--- src/rtl/sprite_renderer_if.sv ---
// rtl/sprite_renderer_if.sv - sprite ROM read bus between renderer (master) and external ROM (slave)
interface sprite_renderer_if #(
  parameter int ADDR_W = 18,
  parameter int DATA_W = 8
);
  logic [ADDR_W-1:0] o_rom_addr;
  logic [DATA_W-1:0] i_rom_data;

  modport master (output o_rom_addr, input i_rom_data);
  modport slave  (input o_rom_addr, output i_rom_data);
endinterface

--- src/rtl/sprite_renderer.sv ---
// rtl/sprite_renderer.sv - ROM-backed sprite overlay with runtime position, scale, colour key and blink
// Pipeline: region test at t, ROM address at t+1, pixel/flag out at t+2+ROM_LAT.
module sprite_renderer #(
  parameter int SPR_W      = 480,
  parameter int SPR_H      = 360,
  parameter int ADDR_W     = 18,
  parameter int DATA_W     = 8,
  parameter int SCALE_LOG2 = 0,
  parameter int ROM_LAT    = 1,
  parameter int TRANSP_KEY = 0,
  parameter int BLINK_FR   = 30
) (
  input  logic              i_clk,
  input  logic              i_rst,
  input  logic [9:0]        xx,
  input  logic [9:0]        yy,
  input  logic              aactive,
  input  logic [9:0]        i_pos_x,
  input  logic [9:0]        i_pos_y,
  input  logic              i_pos_we,
  input  logic              i_enable,
  input  logic              i_blink,
  sprite_renderer_if.master rom,
  output logic              GSpriteOn,
  output logic [DATA_W-1:0] dataout
);
  localparam int SR_W = ROM_LAT + 1;
  localparam logic [11:0] REG_W = 12'(SPR_W << SCALE_LOG2);
  localparam logic [11:0] REG_H = 12'(SPR_H << SCALE_LOG2);

  logic [9:0]      pend_x, pend_y, act_x, act_y;
  logic            en_act, blk_act, visible;
  logic [7:0]      frame_cnt;
  logic [SR_W-1:0] hit_sr;

  logic [11:0]       x12, y12, px12, py12, dx12, dy12;
  logic              frame_start, in_x, in_y, hit;
  logic [ADDR_W-1:0] col, row, addr_next;

  // 12-bit compares keep a region running past the screen edge from wrapping.
  always_comb begin
    x12         = {2'b00, xx};
    y12         = {2'b00, yy};
    px12        = {2'b00, act_x};
    py12        = {2'b00, act_y};
    dx12        = x12 - px12;
    dy12        = y12 - py12;
    frame_start = (xx == 10'd0) && (yy == 10'd0);
    in_x        = (x12 >= px12) && (x12 < px12 + REG_W);
    in_y        = (y12 >= py12) && (y12 < py12 + REG_H);
    hit         = aactive && en_act && visible && in_x && in_y;
    col         = ADDR_W'(dx12 >> SCALE_LOG2);
    row         = ADDR_W'(dy12 >> SCALE_LOG2);
    addr_next   = row * ADDR_W'(SPR_W) + col;
  end

  always_ff @(posedge i_clk) begin
    if (i_rst) begin
      pend_x         <= '0;
      pend_y         <= '0;
      act_x          <= '0;
      act_y          <= '0;
      en_act         <= 1'b0;
      blk_act        <= 1'b0;
      visible        <= 1'b1;
      frame_cnt      <= '0;
      hit_sr         <= '0;
      rom.o_rom_addr <= '0;
      GSpriteOn      <= 1'b0;
      dataout        <= '0;
    end else begin
      if (i_pos_we) begin
        pend_x <= i_pos_x;
        pend_y <= i_pos_y;
      end
      if (frame_start) begin
        act_x   <= pend_x;
        act_y   <= pend_y;
        en_act  <= i_enable;
        blk_act <= i_blink;
        // Counting starts on the frame after blink first becomes active.
        if (!i_blink || !blk_act) begin
          frame_cnt <= '0;
          visible   <= 1'b1;
        end else if (frame_cnt == 8'(BLINK_FR - 1)) begin
          frame_cnt <= '0;
          visible   <= ~visible;
        end else begin
          frame_cnt <= frame_cnt + 8'd1;
        end
      end
      if (hit) rom.o_rom_addr <= addr_next;
      hit_sr    <= {hit_sr[SR_W-2:0], hit};
      GSpriteOn <= hit_sr[SR_W-1] && (rom.i_rom_data != DATA_W'(TRANSP_KEY));
      dataout   <= hit_sr[SR_W-1] ? rom.i_rom_data : '0;
    end
  end
endmodule

--- src/flat_wrapper.sv ---
// flat-port wrapper written by rule: the top's interface ports become plain ports
module sprite_renderer_flat 
#(
  parameter int SPR_W      = 480,
  parameter int SPR_H      = 360,
  parameter int ADDR_W     = 18,
  parameter int DATA_W     = 8,
  parameter int SCALE_LOG2 = 0,
  parameter int ROM_LAT    = 1,
  parameter int TRANSP_KEY = 0,
  parameter int BLINK_FR   = 30
)
  (i_clk, i_rst, xx, yy, aactive, i_pos_x, i_pos_y, i_pos_we, i_enable, i_blink, GSpriteOn, dataout, rom_o_rom_addr, rom_i_rom_data);
  sprite_renderer_if #(.ADDR_W(ADDR_W), .DATA_W(DATA_W)) rom_i ();
  input  logic i_clk;
  input  logic i_rst;
  input  logic [9:0] xx;
  input  logic [9:0] yy;
  input  logic aactive;
  input  logic [9:0] i_pos_x;
  input  logic [9:0] i_pos_y;
  input  logic i_pos_we;
  input  logic i_enable;
  input  logic i_blink;
  output logic GSpriteOn;
  output logic [DATA_W-1:0] dataout;
  output wire logic [$bits(rom_i.o_rom_addr)-1:0] rom_o_rom_addr;
  input wire logic [$bits(rom_i.i_rom_data)-1:0] rom_i_rom_data;
  assign rom_o_rom_addr = rom_i.o_rom_addr;
  assign rom_i.i_rom_data = rom_i_rom_data;
  sprite_renderer #(.SPR_W(SPR_W), .SPR_H(SPR_H), .ADDR_W(ADDR_W), .DATA_W(DATA_W), .SCALE_LOG2(SCALE_LOG2), .ROM_LAT(ROM_LAT), .TRANSP_KEY(TRANSP_KEY), .BLINK_FR(BLINK_FR)) u_core (.i_clk(i_clk), .i_rst(i_rst), .xx(xx), .yy(yy), .aactive(aactive), .i_pos_x(i_pos_x), .i_pos_y(i_pos_y), .i_pos_we(i_pos_we), .i_enable(i_enable), .i_blink(i_blink), .rom(rom_i), .GSpriteOn(GSpriteOn), .dataout(dataout));
endmodule
--- config.mk ---
export PLATFORM = sky130hd
export DESIGN_NAME = sprite_renderer_flat
export DESIGN_NICKNAME = d
export VERILOG_FILES = /design/src/rtl/sprite_renderer_if.sv /design/src/rtl/sprite_renderer.sv /design/src/flat_wrapper.sv
export SDC_FILE = /design/constraint.sdc
export NUM_CORES = 1
export LEC_CHECK = 0
export BUFFER_PORTS_ARGS = -buffer_cell sky130_fd_sc_hd__buf_2
export CORE_MARGIN = 2
export CORE_UTILIZATION = 39
export DETAILED_ROUTE_END_ITERATION = 7
export PLACE_DENSITY = 0.65
export SLEW_MARGIN = 20
export SYNTH_ARGS = -nofsm -noshare
export SYNTH_HDL_FRONTEND = slang
export SYNTH_SLANG_ARGS = --single-unit
--- constraint.sdc ---
create_clock -name i_clk -period 10.8 [get_ports i_clk]
set_clock_uncertainty 0.2 [all_clocks]
set_input_delay 0.54 -clock i_clk [delete_from_list [all_inputs] [get_ports i_clk]]
set_output_delay 0.54 -clock i_clk [all_outputs]
set_load 0.02 [all_outputs]
==> reports/qor.csv <==
metric,value,unit
synth_fa_ha_area_share,17.65,%
clockRootBuffer,clkbuf_16,
antenna_left,0,
syn_inst,650,
critPathKind,input port to register,
synthToLayoutAreaGrowth,15.55,%
grt_max_degree,68,
grt_pass1_wl,20980,um
numCtsBuffers,9,
ys_types,65,
synth-compound-area-share,14.08,%
final_common_cell,nor2_1,
syn_nets,776,
slew_headroom,53.89,%
synth_edf_count,0,
place_congestion,0.8331,
tightest_slew,0.6916,ns
first_global_vias,4315,
final_cell_mix,"nor2_1, buf_2, dfxtp_1",
cts_resized,0,
grt_util_all_layers,16.04,%
ys.flop_type,dfxtp_1,
synth_top_family_by_area,adder cells,
drt_iter0_drc,194,
dieWidth,125.0,um
regToRegSetupSlack,5.10,ns
period_share,53.40,%
antenna_cells,0,
cp-end-kind,register,
arrival,5.77,ns
fin_setup_tns,0,ns
synth.mux.area_fraction,10.34,%
cts_setup_buffers,0,
leakagePower,0.002981,uW
drcViolationCount,0,
initial_utilization,39.61,%
hpwl,9490,um
async_flop_share,0,%
powerDensity,171.4,mW/mm^2
yosysWarnings,0,
core,0.01442,sq mm
hp-class,input port to register,
rsz0062_at_grt,false,
worstRegToRegCells,23,
worstReg2RegStart,u_core.act_y[0]$_SDFFE_PP0P_,
numPortBuffers,80,
cap_violations,0,
clock_latency,0.34,ns
critPathLaunchType,input port,
cts.sinks,80,
wl_per_cell,13.34,um
fin_crit,5.767,ns
critPathMaxFanout,6,
synth_simple_gate_area_share,16.16,%
htree_levels,3,
grt_antenna_before_repair,1,
routed_wl,12200,um
slew_violations,0,
fillCellCount,1440,
synth_seq_cells,80,
endpoint,u_core.rom.o_rom_addr[17]$_SDFFE_PP0P_,
synth_xor_area_share,8.125,%
num_rows,44,
die_h,125.0,um
status,finished clean,
max_freq,173.4,MHz
cts_tree,done,
clock_path_buffers,2,
cp-startpoint,yy[0],
drive_gt1_share,15.73,%
overflow,0,
firstDrtPassIters,4,
syn_area,0.005713,sq mm
hold_buffers,0,
syn_avg_cell_area,8.789,sq um
finalSetupViolCount,0,
finalHoldViolCount,0,
cp.required,10.80,ns
vias_per_cell,5.010,
nets,853,
die_area,0.01563,sq mm
ys_seq_area_share,28.03,%
clk_transition_reported_paths,0.07,ns
vias,4584,
ir_drop,87.61,uV
pin_count,81,
r2r-end,u_core.rom.o_rom_addr[17]$_SDFFE_PP0P_,
hold_ws,0.2167,ns
-- metal layers --
layer | up-vias | global-route usage (%) | routed length [um]
met1 | 2102 | 22.86 | 6318
met3 | 13 | 3.209 | 419
met5 | - | 0 | 13
met2 | 67 | 25.00 | 5311
met4 | 2 | 3.922 | 138
li1 | 2400 | - | -
-- synth_stat cells (all sizes together) (2+ instances only) --
library cell / count / area (sq um)
and3: 4 / 30.03
xnor2: 33 / 289.0
nand2b: 5 / 31.28
nand4: 5 / 31.28
or4: 2 / 15.01
or3: 4 / 25.02
and4: 2 / 17.52
nor3: 7 / 35.03
xor2: 20 / 175.2
clkbuf: 10 / 37.54
o311ai: 2 / 17.52
a21o: 9 / 67.56
nand3b: 2 / 15.01
or2: 3 / 18.77
buf: 6 / 38.79
o211ai: 3 / 22.52
nand3: 14 / 82.58
mux2i: 59 / 590.6
a21bo: 2 / 20.02
fa: 13 / 260.3
nor4: 7 / 43.79
nor4b: 2 / 23.77
a21oi: 35 / 182.7
nor3b: 3 / 22.52
ha: 59 / 738.2
o21ai: 25 / 128.9
a311oi: 3 / 43.80
and2: 8 / 50.05
o21a: 9 / 75.07
a211oi: 8 / 70.06
nand2: 17 / 63.81
a31oi: 7 / 43.79
o31ai: 3 / 32.53
inv: 65 / 244.0
nand4b: 2 / 17.52
a21boi: 5 / 37.54
dfxtp: 80 / 1602
nor2: 89 / 334.1
nor2b: 9 / 56.30
-- report_power, final --
part	switching, uW	internal, uW	leakage, uW	total (uW)
clock network	126	203	0.000156	329
registers	2.51	299	0.000648	302
logic	273	227	0.00218	500
-- cell type report --
cell class / count / area, sq um / area share [%]
clock buffer: 9 / 225.2 / 3.412
clock inverter: 6 / 91.34 / 1.384
inverter: 65 / 244.0 / 3.696
multi-input combinational: 489 / 3794 / 57.47
sequential: 80 / 1602 / 24.26
tap: 184 / 230.2 / 3.487
timing repair buffer: 82 / 415.4 / 6.293
-- registers in the layout, indices dropped and copies added (netlist names), 2 cells and up --
name / flops
u_core.act_x: 10
u_core.act_y: 10
u_core.dataout: 8
u_core.frame_cnt: 8
u_core.hit_sr: 2
u_core.pend_x: 10
u_core.pend_y: 10
u_core.rom.o_rom_addr: 18
-- through the flow --
| stage | instance area (sq um) | total power [uW] | utilization (%) | cells | setup WS [ns] |
|---|---|---|---|---|---|
| after floorplan | 5713 | 722.3 | - | 650 | 5.306 |
| after global placement | 6285 | 801.2 | 43.57 | 900 | 4.857 |
| after detailed placement | 6285 | 807.7 | 43.57 | 900 | 4.707 |
| after CTS | 6601 | 1143 | 45.77 | 915 | 5.074 |
| after global routing | 6601 | 1229 | 45.77 | 915 | 4.650 |
| final | 6601 | 1131 | 45.77 | 915 | 5.033 |
-- worst min-delay path by stage --
stage	startpoint	to	depth (start not counted)
after floorplan	u_core.hit_sr[0]$_SDFF_PP0_	u_core.hit_sr[1]$_SDFF_PP0_	1
after CTS	rom_i_rom_data[4]	u_core.dataout[4]$_SDFF_PP0_	2
after global routing	rom_i_rom_data[1]	u_core.dataout[1]$_SDFF_PP0_	2
after detailed placement	u_core.hit_sr[0]$_SDFF_PP0_	u_core.hit_sr[1]$_SDFF_PP0_	1
after global placement	u_core.hit_sr[0]$_SDFF_PP0_	u_core.hit_sr[1]$_SDFF_PP0_	1
final	rom_i_rom_data[4]	u_core.dataout[4]$_SDFF_PP0_	2
-- cells by family (layout without fill, tap and decap cells) --
kind of cell,after synthesis,count (layout)
compound gates,118,118
mux,59,59
flops,80,80
fa+ha+maj,73,73
simple gates,186,186
buf+inv,81,162
xor+xnor,53,53
-- critical path: stages --
cell	delay (ns)
buf_2	0.10
inv_1	0.09
ha_1	0.17
inv_1	0.05
fa_1	0.42
a211oi_1	0.25
nor2_1	0.12
o21a_1	0.18
nor2_1	0.11
xor2_1	0.49
xor2_1	0.19
ha_1	0.33
inv_1	0.05
fa_1	0.49
inv_1	0.04
ha_1	0.35
o21a_1	0.14
o21ai_1	0.16
a31oi_1	0.12
or4_1	0.43
and4_1	0.21
o211ai_1	0.20
mux2i_1	0.24
xnor2_1	0.16
a211oi_2	0.09
Note: power is estimated with default switching activity, not from simulation.
